==> config.mk <==
export PLATFORM = sky130hd
export DESIGN_NAME = hcount_source
export DESIGN_NICKNAME = d
export VERILOG_FILES = /design/src/rtl/hcount_source.sv
export SDC_FILE = /design/constraint.sdc
export NUM_CORES = 1
export LEC_CHECK = 0
export CORE_MARGIN = 4
export CORE_UTILIZATION = 40
export CTS_CLUSTER_DIAMETER = 50
export DETAILED_ROUTE_END_ITERATION = 12
export PLACE_DENSITY = 0.61
export SLEW_MARGIN = 20
export SYNTH_ARGS = -nofsm -noshare
export SYNTH_HDL_FRONTEND = slang
export SYNTH_SLANG_ARGS = --single-unit
==> constraint.sdc <==
create_clock -name gch_clk -period 2.4 [get_ports gch_clk]
set_clock_uncertainty 0.05 [all_clocks]
set_input_delay 0.6 -clock gch_clk [delete_from_list [all_inputs] [get_ports gch_clk]]
set_output_delay 0.6 -clock gch_clk [all_outputs]
set_load 0.1 [all_outputs]
==> src/rtl/hcount_source.sv <==
// hcount_source: counting message generator on a 4-phase req/ack channel.
// The returning ack is synchronised and debounced before it steers the handshake FSM.
module hcount_source #(
    parameter int             ASZ       = 6,
    parameter int             DSZ       = 4,
    parameter int             RSZ       = 4,
    parameter int             ACK_CKS   = 4,
    parameter logic [ASZ-1:0] DST_ADDR  = ASZ'(5),
    parameter int             START_VAL = 0,
    parameter int             NUM_MSGS  = 8,
    parameter int             CSZ       = 16
) (
    input  logic                   gch_clk,
    input  logic                   gch_reset,
    output logic                   gch_ready,
    input  logic                   src_en,
    output logic                   snd0_req_out,
    input  logic                   snd0_ack,
    output logic [ASZ+DSZ+RSZ-1:0] snd0_data_out,
    output logic                   src_done,
    output logic [CSZ-1:0]         src_count
);
    localparam int W = ASZ + DSZ + RSZ;
    localparam int KW = (ACK_CKS > 1) ? $clog2(ACK_CKS) : 1;
    localparam logic [KW-1:0] KMAX = KW'(ACK_CKS - 1);

    typedef enum logic [2:0] {INIT, IDLE, SEND, RELEASE, DONE} state_t;

    state_t         state_q, state_d;
    logic           ack_m_q, ack_s_q, ckd_q, ckd_d;
    logic [KW-1:0]  deb_q, deb_d;
    logic [DSZ-1:0] dat_q, dat_d;
    logic [CSZ-1:0] count_q, count_d;
    logic [W-1:0]   word_q, word_d;
    logic           req_q, req_d, ready_q, ready_d, done_q, done_d;
    logic [RSZ-1:0] red;
    logic           start, finish;

    always_comb begin
        deb_d = (ack_s_q == ckd_q || deb_q == KMAX) ? '0 : deb_q + 1'b1;
        ckd_d = (ack_s_q != ckd_q && deb_q == KMAX) ? ack_s_q : ckd_q;
    end

    always_ff @(posedge gch_clk or negedge gch_reset) begin
        if (!gch_reset) state_q <= INIT;
        else            state_q <= state_d;
    end

    // A start also needs the synchroniser empty, so an ack already high at reset release cannot slip through before ckd_ack catches up.
    always_comb begin
        state_d = state_q;
        case (state_q)
            INIT:    state_d = IDLE;
            IDLE:    state_d = (NUM_MSGS != 0 && count_q == CSZ'(NUM_MSGS)) ? DONE :
                               (src_en && !ack_m_q && !ack_s_q && !ckd_q) ? SEND : IDLE;
            SEND:    state_d = ckd_d ? RELEASE : SEND;
            RELEASE: state_d = ckd_q ? RELEASE : IDLE;
            default: state_d = DONE;
        endcase
    end

    always_comb begin
        start   = state_q == IDLE && state_d == SEND;
        finish  = state_q == RELEASE && state_d == IDLE;
        red     = RSZ'(DST_ADDR) + RSZ'(dat_q);
        word_d  = start ? {DST_ADDR, dat_q, red} : word_q;
        dat_d   = finish ? dat_q + 1'b1 : dat_q;
        count_d = (finish && count_q != '1) ? count_q + 1'b1 : count_q;
        req_d   = state_d == SEND;
        ready_d = state_d != INIT;
        done_d  = state_d == DONE;
    end

    always_ff @(posedge gch_clk or negedge gch_reset) begin
        if (!gch_reset) begin
            ack_m_q <= 1'b0;
            ack_s_q <= 1'b0;
            ckd_q   <= 1'b0;
            deb_q   <= '0;
            dat_q   <= DSZ'(START_VAL);
            count_q <= '0;
            word_q  <= '0;
            req_q   <= 1'b0;
            ready_q <= 1'b0;
            done_q  <= 1'b0;
        end else begin
            ack_m_q <= snd0_ack;
            ack_s_q <= ack_m_q;
            ckd_q   <= ckd_d;
            deb_q   <= deb_d;
            dat_q   <= dat_d;
            count_q <= count_d;
            word_q  <= word_d;
            req_q   <= req_d;
            ready_q <= ready_d;
            done_q  <= done_d;
        end
    end

    assign gch_ready     = ready_q;
    assign snd0_req_out  = req_q;
    assign snd0_data_out = word_q;
    assign src_done      = done_q;
    assign src_count     = count_q;
endmodule

# == Yosys cells after proc, flatten, opt, wreduce, memory -nomap -nowiden ==
# Index checks and enable logic that the tools add are counted.
# totals
input_bits,4
reg_bits,40
out_inout_bits,33
elab_cells,46
# op_classes
n_addsub,4
eq_ne,11
mux,7
n_reduce_logical,13
# ops
cell,count
$add A16 B1 Y16 const B,1
$eq A16 B4 Y1 const B,1
$ne A16 B16 Y1 const B,1
$pmux W3 S4,1
$eq A3 B2 Y1 const B,3
$logic_and A1 B1 Y1,7
$eq A3 B1 Y1 const B,2
$mux W2,3
$add A3 B4 Y4 const A,1
$add A4 B1 Y4 const B,1
$eq A3 B3 Y1 const B,1
$logic_not A1 Y1,3
$logic_not A3 Y1,1
$mux W3,1
$reduce_bool A3 Y1,1
$add A2 B1 Y2 const B,1
$eq A2 B2 Y1 const B,1
$mux W1,2
$eq A1 B1 Y1,1
$logic_or A1 B1 Y1,1
$ne A1 B1 Y1,1

# == Longest topological paths before layout ==
# Gate-level depths: netlist of the first run.
# depth
depth_word,10
ltp_mapped,7

# == Least setup slack after synthesis of the first run ==
# Ideal clock, no wire load.
# synth_path
path_kind,register to register
startpoint,"register count_q[7], in the netlist src_count[7]"
endpoint,"register count_q[1], in the netlist src_count[1]"
path_buffers,0
required_ns,2.224
setup_slack_ns,-0.035
period_less_slack_ns,2.435
stages_incl_launch_ff,5
arrival_ns,2.259
setup_time_ns,0.126
cell_sequence,dfrtp_1 -> nand3_1 -> nor4b_4 -> a21oi_2 -> mux2_2
# synth_between
elab_chain_len,6
word_cells_on_any_way,7
cone_classes,eq/ne: 3; mux: 2; reduce/logical: 2
# synth_lines
item,line,text
"start, declared",33,"logic [CSZ-1:0] count_q, count_d;"
"start signal, assigned",92,count_q <= count_d;
$eq A16 B4 Y1,54,IDLE: state_d = (NUM_MSGS != 0 && count_q == CSZ'(NUM_MSGS)) ? DONE :
$mux W3,54,
$pmux W3 S4,52,case (state_q)
$eq A3 B1 Y1,64,finish = state_q == RELEASE && state_d == IDLE;
$logic_and A1 B1 Y1,64,
$logic_and A1 B1 Y1 (*),68,count_d = (finish && count_q != '1) ? count_q + 1'b1 : count_q;
# Every way passes the cells marked *; elsewhere a longest branch is shown, timed or not.
# A chain may end at the register's enable or synchronous reset.

# == Worst setup path after layout of the first run ==
# layout_path
startpoint,input src_en
endpoint,"register word_q[2], in the netlist snd0_data_out[2]"
# layout_between
elab_chain_len,8
# layout_lines
item,line,text
"start, declared",16,"input logic src_en,"
$logic_and A1 B1 Y1 (3 in a row),55,(src_en && !ack_m_q && !ack_s_q && !ckd_q) ? SEND : IDLE;
$mux W2,55,
$mux W3,54,
$pmux W3 S4,52,
$eq A3 B2 Y1,63,start = state_q == IDLE && state_d == SEND;
$logic_and A1 B1 Y1,63,
"end signal, assigned",93,word_q <= word_d;
"end, declared",34,"logic [W-1:0] word_q, word_d;"
# No other way between the ends.

==> metrics.txt, run 1 <==
# TYPE chip_impl_metric gauge
chip_impl_metric{name="sw_frac_of_total",unit="%"} 50.4
chip_impl_metric{name="cts_hold_buffers",unit=""} 0
chip_impl_metric{name="synthesized_flop_and_latch_total",unit=""} 40
chip_impl_info{name="startpoint_of_the_worst_register_to_register_path",value="src_count[0]"} 1
chip_impl_metric{name="synth_top_cell_area_share",unit="%"} 52.9
chip_impl_metric{name="cts.clk_slew.worst_paths",unit="ps"} 70
chip_impl_metric{name="drt-vias-per-instance",unit=""} 5.24
chip_impl_metric{name="grt_max_degree",unit=""} 22
chip_impl_metric{name="postSynthCellCount",unit=""} 156
chip_impl_info{name="startpoint_of_the_most_critical_setup_path",value="src_en"} 1
chip_impl_metric{name="cp_data_arrival_time",unit="ps"} 2210
chip_impl_metric{name="cp_max_fo",unit=""} 10
chip_impl_metric{name="die_area",unit="sq um"} 5890
chip_impl_metric{name="critPathMaxStageDelay",unit="ps"} 460
chip_impl_metric{name="gr-usage-all-layers",unit="%"} 13.3
chip_impl_metric{name="n_antenna_cell",unit=""} 0
chip_impl_info{name="hold_class",value="input pin to asynchronous set/reset pin"} 1
chip_impl_metric{name="power_per_cell_area",unit="nW/um^2"} 1280
chip_impl_metric{name="area_growth",unit="%"} 19.0
chip_impl_metric{name="internal-power",unit="mW"} 1.43
chip_impl_metric{name="cts_resized",unit=""} 0
chip_impl_metric{name="overflow_left_after_global_routing",unit=""} 0
chip_impl_metric{name="drt_drc_violations_left",unit=""} 0
chip_impl_metric{name="total_power",unit="mW"} 2.88
chip_impl_metric{name="dieWidth",unit="microns"} 76.8
chip_impl_metric{name="dieHeight",unit="microns"} 76.8
chip_impl_metric{name="dpl_cell_area",unit="sq um"} 2170
chip_impl_info{name="synth_top_cell_by_area",value="sky130_fd_sc_hd__dfrtp_1"} 1
chip_impl_metric{name="placedCellCount",unit=""} 238
chip_impl_info{name="rsz0062_at_grt",value="no"} 1
chip_impl_metric{name="synth-seq-area-share",unit="%"} 52.9
chip_impl_metric{name="timing.final.crit_period",unit="ps"} 2080
chip_impl_metric{name="pwr-share-clk",unit="%"} 14.5
chip_impl_metric{name="post-route-period-util",unit="%"} 86.6
chip_impl_metric{name="reg2reg_slack",unit="ps"} 410
chip_impl_metric{name="floorplan.io_pins",unit=""} 37
chip_impl_metric{name="max-clock-path-buffers",unit=""} 2
chip_impl_metric{name="worst-endpoint-required",unit="ps"} 2530
chip_impl_metric{name="final_report_setup_violation_count",unit=""} 0
chip_impl_metric{name="synth-edff-count",unit=""} 0
chip_impl_metric{name="max_clock_freq",unit="MHz"} 481
chip_impl_metric{name="total_wire_length_after_detailed_routing",unit="microns"} 3640
chip_impl_metric{name="detailedRoute.firstPassIterationCount",unit=""} 4
chip_impl_metric{name="numClockSinks",unit=""} 40
chip_impl_info{name="kind_of_end_point_of_the_critical_path",value="register"} 1
chip_impl_metric{name="initial_core_util",unit="%"} 42.3
chip_impl_metric{name="core-area",unit="sq um"} 4470
chip_impl_metric{name="nets",unit=""} 201
chip_impl_metric{name="slew_violations",unit=""} 0
chip_impl_metric{name="timing.max_slew.rel_slack",unit="%"} 66.6
chip_impl_metric{name="final_cell_count_no_fill",unit=""} 245
chip_impl_metric{name="syn-mean-instance-area",unit="sq um"} 12.1
chip_impl_metric{name="max-vdd-ir-drop",unit="mV"} 0.637
chip_impl_metric{name="p_seq_share",unit="%"} 35.6
chip_impl_metric{name="clock_tree.htree_level_count",unit=""} 2
chip_impl_metric{name="wire_length_of_the_first_global_routing_pass",unit="microns"} 6310
chip_impl_info{name="timing.critical_path.slowest_stage_cell",value="sky130_fd_sc_hd__or4b_4"} 1
chip_impl_metric{name="io_port_bufs",unit=""} 32
chip_impl_info{name="synth_ff_type",value="sky130_fd_sc_hd__dfrtp_1"} 1
chip_impl_metric{name="drt_iter0_markers",unit=""} 43
chip_impl_metric{name="globalplace.congestion",unit=""} 0.844
chip_impl_metric{name="fin_setup_tns",unit="ps"} 0
chip_impl_metric{name="detailedPlacementHpwl",unit="microns"} 2740
chip_impl_info{name="startpoint_to_endpoint_class_of_the_critical_path",value="input pin to register"} 1
chip_impl_metric{name="drv.max_cap_violation_count",unit=""} 0
chip_impl_metric{name="timing.final.hold_violations",unit=""} 0
chip_impl_metric{name="tightestPinTransition",unit="ps"} 497
chip_impl_metric{name="rows",unit=""} 24
chip_impl_metric{name="post_cts_setup_driven_buffer_insertion_count",unit=""} 0
chip_impl_info{name="endpoint",value="snd0_data_out[2]"} 1
chip_impl_info{name="synth_top_cells_by_count",value="40 x sky130_fd_sc_hd__dfrtp_1, 11 x sky130_fd_sc_hd__xor2_1, 10 x sky130_fd_sc_hd__nand2_1"} 1
chip_impl_info{name="setup.worst_path.start_class",value="input pin"} 1
chip_impl_metric{name="yosysWarnings",unit=""} 0
chip_impl_metric{name="power_leakage",unit="nW"} 1.13
chip_impl_metric{name="fraction_of_registers_with_async_set_or_reset_after_synthesis",unit="%"} 100
chip_impl_metric{name="via_count",unit=""} 1284
chip_impl_info{name="crit_path_cell_trace",value="clkdlybuf4s50_1 -> or4b_4 -> nor2_2 -> nand3b_1 -> buf_4 -> mux2_4"} 1
chip_impl_metric{name="synth_area",unit="sq um"} 1890
chip_impl_metric{name="worstRegToRegCells",unit=""} 7
chip_impl_metric{name="initial_antenna_violation_count",unit=""} 0
chip_impl_metric{name="gate_power_share",unit="%"} 49.9
chip_impl_metric{name="ratio_of_cells_with_drive_above_1_in_the_final_layout",unit="%"} 29.5
chip_impl_metric{name="ant_nets",unit=""} 0
chip_impl_metric{name="grt_pass1_vias",unit=""} 1331
chip_impl_info{name="clock_tree_from_tritoncts",value="yes"} 1
chip_impl_info{name="yosys.cell_count.top_type",value="sky130_fd_sc_hd__dfrtp_1"} 1
chip_impl_info{name="reg2reg_to",value="snd0_data_out[2]"} 1
chip_impl_metric{name="final_cell_area",unit="sq um"} 2250
chip_impl_metric{name="p_sw",unit="mW"} 1.45
chip_impl_metric{name="clock_insertion_delay_worst_skew",unit="ps"} 290
chip_impl_metric{name="hold_slack",unit="ps"} 205
chip_impl_metric{name="cts_buffers",unit=""} 5
chip_impl_info{name="synth_top_cells_by_area",value="sky130_fd_sc_hd__dfrtp_1 53%, sky130_fd_sc_hd__mux2_4 5.6%, sky130_fd_sc_hd__xor2_1 5.1%"} 1
chip_impl_info{name="cell_chosen_for_the_clock_root",value="sky130_fd_sc_hd__clkbuf_8"} 1
chip_impl_metric{name="yosysUniqueCellTypes",unit=""} 37
chip_impl_metric{name="wl_per_cell",unit="microns"} 14.9
chip_impl_info{name="status",value="complete, no violations"} 1
==> layer usage <==
layer / GRT usage, % / vias to the layer above / share of wire (%)
met2: 21.8 / 33 / 48
met1: 16.4 / 634 / 45
li1: - / 611 / -
met5: 0 / - / 0
met3: 4.22 / 6 / 4.9
met4: 4.89 / 0 / 1.5
==> stage by stage <==
step	utilization [%]	setup slack [ps]
floorplan	-	0.00666
global placement	48.5	23.7
detailed placement	48.5	10.8
CTS	50.3	324
global route	50.3	254
finish	50.3	321
==> cell type report <==
| cell class | instances | area, sq um |
|---|---|---|
| clock buffer | 6 | 72.6 |
| clock inverter | 1 | 5.00 |
| fill | 415 | 2220 |
| inverter | 7 | 26.3 |
| multi-input combinational | 104 | 813 |
| sequential | 40 | 1000 |
| tap | 52 | 65.1 |
| timing repair buffer | 35 | 265 |
==> power groups by stage <==
stage                     sequential (mW)  clock, mW  combinational (mW)
after global placement               1.03          0                1.42
after detailed placement             1.04          0                1.45
after global routing                 1.06      0.464                1.50
after CTS                            1.03      0.432                1.45
after floorplan                      1.75          0               0.440
final                                1.03      0.419                1.44
==> sequential cells by signal, summed over array words and instances (netlist names), 2 cells and up <==
register       flops
deb_q              2
snd0_data_out      9
state_q            3
dat_q              4
src_count         16
==> worst min path at each step <==
| stage | startpoint | endpoint | cells after the start |
|---|---|---|---|
| final | gch_reset | snd0_data_out[2] | 1 |
| after global routing | gch_reset | snd0_data_out[8] | 1 |
| after CTS | gch_reset | snd0_data_out[2] | 1 |
| after detailed placement | ack_m_q | ack_s_q | 0 |
| after global placement | ack_m_q | ack_s_q | 0 |
| after floorplan | gch_reset | ack_m_q | 0 |
==> cells by family (layout without fill, tap and decap cells) <==
family,Yosys count,after routing,synth area share (%)
multiplexers,11,11,7.81
buffers and inverters,15,49,4.63
XOR/XNOR,18,18,8.34
flip-flops,40,40,52.9
AO/OA/AOI/OAI,15,15,5.23
adder cells (fa/ha/maj),4,4,2.65
other,2,5,0.397
AND/OR/NAND/NOR,51,51,18.0
==> critical path, delay by kind of cell <==
family                 cells  cell delay, ps
buffers and inverters      2             640
muxes                      1             300
and+or+nand+nor            3             650
==> cell usage in the layout (no fill, tap or decap), drive strengths merged <==
cell	instances
mux2	9
or4b	2
o32a	1
nor4b	3
mux2i	2
nand3b	1
o21bai	2
clkbuf	6
xnor2	7
nor4	5
clkdlybuf4s50	2
inv	7
nand4	4
clkinv	1
nor3	6
nand3	5
and4bb	2
nor2	6
conb	5
and4	1
and3	2
o21ai	1
nand2	10
nor3b	2
xor2	11
a211oi	4
buf	33
a21oi	7
nand2b	2
dfrtp	40
ha	4
Power figures use the tool's default switching activity.
==> run 2, diff against run 1 <==
--- a/config.mk
+++ b/config.mk
@@ -9,8 +9,9 @@
 export CORE_UTILIZATION = 40
 export CTS_CLUSTER_DIAMETER = 50
 export DETAILED_ROUTE_END_ITERATION = 12
-export PLACE_DENSITY = 0.61
+export PLACE_DENSITY_LB_ADDON = 0.08
 export SLEW_MARGIN = 20
 export SYNTH_ARGS = -nofsm -noshare
 export SYNTH_HDL_FRONTEND = slang
 export SYNTH_SLANG_ARGS = --single-unit
+export TNS_END_PERCENT = 50
==> run 2 against run 1 <==
Sequential power about the same. Final cell count unchanged. Clock power increased by 30%. Fmax about the same. Flip-flop and latch count unchanged. Cell area increased by 1.0%. Register-to-register slack about the same. Sequential share of layout area decreased by 0.44 points. Total power increased by 4.4%. Critical path type unchanged. Critical endpoint is now snd0_data_out[4]. Largest power group unchanged.
==> metrics.txt, run 2 (same netlist as run 1, synthesis figures left out) <==
# TYPE chip_impl_metric gauge
chip_impl_info{name="status",value="complete, no violations"} 1
chip_impl_metric{name="gr-usage-all-layers",unit="%"} 13.6
chip_impl_metric{name="timing.max_slew.rel_slack",unit="%"} 48.6
chip_impl_metric{name="clock_tree.htree_level_count",unit=""} 2
chip_impl_metric{name="multi_input_area",unit="sq um"} 813
chip_impl_metric{name="nFillCells",unit=""} 416
chip_impl_metric{name="detailroute.wirelength.met3",unit="microns"} 165
chip_impl_info{name="startpoint_of_the_most_critical_setup_path",value="src_en"} 1
chip_impl_metric{name="final_report_setup_violation_count",unit=""} 0
chip_impl_metric{name="initial_antenna_violation_count",unit=""} 0
chip_impl_metric{name="ratio_of_cells_with_drive_above_1_in_the_final_layout",unit="%"} 29.5
chip_impl_metric{name="via_count",unit=""} 1253
chip_impl_metric{name="die_area",unit="sq um"} 5890
chip_impl_info{name="cell_chosen_for_the_clock_root",value="sky130_fd_sc_hd__clkbuf_8"} 1
chip_impl_metric{name="drt-met1-wl",unit="microns"} 1560
chip_impl_metric{name="cp_max_fo",unit=""} 10
chip_impl_metric{name="drt_iter0_markers",unit=""} 67
chip_impl_metric{name="dr_wl_met2",unit="microns"} 1840
chip_impl_info{name="hold_class",value="input pin to asynchronous set/reset pin"} 1
chip_impl_metric{name="tightestPinTransition",unit="ps"} 772
chip_impl_metric{name="globalplace.congestion",unit=""} 0.749
chip_impl_metric{name="overflow_left_after_global_routing",unit=""} 0
chip_impl_metric{name="io_port_bufs",unit=""} 32
chip_impl_metric{name="total_wire_length_after_detailed_routing",unit="microns"} 3600
chip_impl_metric{name="max_clock_freq",unit="MHz"} 481
chip_impl_metric{name="timing.final.hold_violations",unit=""} 0
chip_impl_metric{name="n_antenna_cell",unit=""} 0
chip_impl_info{name="startpoint_to_endpoint_class_of_the_critical_path",value="input pin to register"} 1
chip_impl_metric{name="power_per_cell_area",unit="nW/um^2"} 1330
chip_impl_metric{name="drt-vias-per-instance",unit=""} 5.11
chip_impl_metric{name="wl_per_cell",unit="microns"} 14.7
chip_impl_info{name="kind_of_end_point_of_the_critical_path",value="register"} 1
chip_impl_metric{name="numClockSinks",unit=""} 40
chip_impl_info{name="most-common-layout-cells",value="39 x sky130_fd_sc_hd__dfrtp_1, 31 x sky130_fd_sc_hd__buf_4, 11 x sky130_fd_sc_hd__xor2_1"} 1
chip_impl_metric{name="area_growth",unit="%"} 20.2
chip_impl_metric{name="nets",unit=""} 200
chip_impl_metric{name="dieWidth",unit="microns"} 76.8
chip_impl_metric{name="wire_length_of_the_first_global_routing_pass",unit="microns"} 6400
chip_impl_metric{name="layout.area.seq",unit="sq um"} 1000
chip_impl_metric{name="cts_resized",unit=""} 0
chip_impl_metric{name="cts_hold_buffers",unit=""} 0
chip_impl_metric{name="post_cts_setup_driven_buffer_insertion_count",unit=""} 0
chip_impl_metric{name="worst-endpoint-required",unit="ps"} 2530
chip_impl_metric{name="power_leakage",unit="nW"} 1.14
chip_impl_info{name="startpoint_of_the_worst_register_to_register_path",value="src_count[0]"} 1
chip_impl_info{name="setup.worst_path.start_class",value="input pin"} 1
chip_impl_info{name="clock_tree_from_tritoncts",value="yes"} 1
chip_impl_metric{name="drt_drc_violations_left",unit=""} 0
chip_impl_metric{name="worstRegToRegCells",unit=""} 7
chip_impl_metric{name="slew_violations",unit=""} 0
chip_impl_info{name="final_common_cell",value="sky130_fd_sc_hd__dfrtp_1"} 1
chip_impl_metric{name="core-area",unit="sq um"} 4470
chip_impl_metric{name="max-clock-path-buffers",unit=""} 2
chip_impl_metric{name="dieHeight",unit="microns"} 76.8
chip_impl_metric{name="cts_buffers",unit=""} 5
chip_impl_metric{name="cp_data_arrival_time",unit="ps"} 2210
chip_impl_info{name="routed.top_layer",value="met4"} 1
chip_impl_metric{name="floorplan.io_pins",unit=""} 37
chip_impl_metric{name="total_power",unit="mW"} 3.01
chip_impl_metric{name="clock_insertion_delay_worst_skew",unit="ps"} 290
chip_impl_info{name="rsz0062_at_grt",value="no"} 1
chip_impl_metric{name="detailedRoute.firstPassIterationCount",unit=""} 4
chip_impl_metric{name="post-route-period-util",unit="%"} 86.6
chip_impl_metric{name="grt_max_degree",unit=""} 36
chip_impl_metric{name="grt_pass1_vias",unit=""} 1280
chip_impl_metric{name="fin_setup_tns",unit="ps"} 0
chip_impl_metric{name="detailedPlacementHpwl",unit="microns"} 2590
chip_impl_metric{name="initial_core_util",unit="%"} 42.3
chip_impl_metric{name="timing.final.crit_period",unit="ps"} 2080
chip_impl_metric{name="drv.max_cap_violation_count",unit=""} 0
chip_impl_metric{name="ant_nets",unit=""} 0
chip_impl_metric{name="max-vdd-ir-drop",unit="mV"} 0.630
chip_impl_metric{name="largest_register_ff_count",unit=""} 16
chip_impl_metric{name="cts.clk_slew.worst_paths",unit="ps"} 80
chip_impl_metric{name="rows",unit=""} 24
[run 2: cell count changes in the layout (fill, tap and decap cells not counted)]
cell | previous run | this run
sky130_fd_sc_hd__buf_4 | 32 | 31
sky130_fd_sc_hd__bufinv_16 | 0 | 1
[run 2: where the power goes]
part           internal, mW  switching [mW]
Clock                 0.309           0.236
Sequential            0.851           0.180
Combinational         0.381            1.05
[run 2: layout make-up]
cell class | count | area share (%)
Clock inverter | 2 | 1.54
Multi-Input combinational cell | 104 | 35.8
Clock buffer | 6 | 3.19
Inverter | 7 | 1.16
Tap cell | 52 | 2.86
Sequential cell | 40 | 44.1
Timing Repair Buffer | 34 | 11.3
[run 2: final timing paths]
path | to | slack, ps
min | snd0_data_out[8] | 330
max reg2reg | snd0_data_out[4] | 410
max | snd0_data_out[4] | 320
min reg2reg | ack_s_q | 350
max in group asynchronous | src_count[8] | 1370
min in group gch_clk | ack_s_q | 350
[run 2: routing by layer]
metal,GRT usage (%),vias up
li1,-,611
met1,16.5,610
met2,22.7,26
met3,4.68,6
met4,3.80,0
met5,0,-
[run 2: metrics by stage]
stage | cells | hold WS (ps) | setup WS, ps | area, sq um | utilization (%)
after floorplan | 159 | 254 | 0.00666 | 1900 | -
after global placement | 237 | 311 | 20.7 | 2160 | 48.4
after detailed placement | 237 | 329 | 8.29 | 2160 | 48.4
after CTS | 245 | 347 | 320 | 2270 | 50.8
after global routing | 245 | 366 | 283 | 2270 | 50.8
final | 245 | 328 | 322 | 2270 | 50.8
[run 2: worst max-delay path, stage by stage]
cell and delay (ps):
sky130_fd_sc_hd__clkdlybuf4s50_1 440, sky130_fd_sc_hd__or4b_4 460, sky130_fd_sc_hd__nor2_2 120, sky130_fd_sc_hd__nand3b_1 80
sky130_fd_sc_hd__buf_4 200, sky130_fd_sc_hd__mux2_4 300
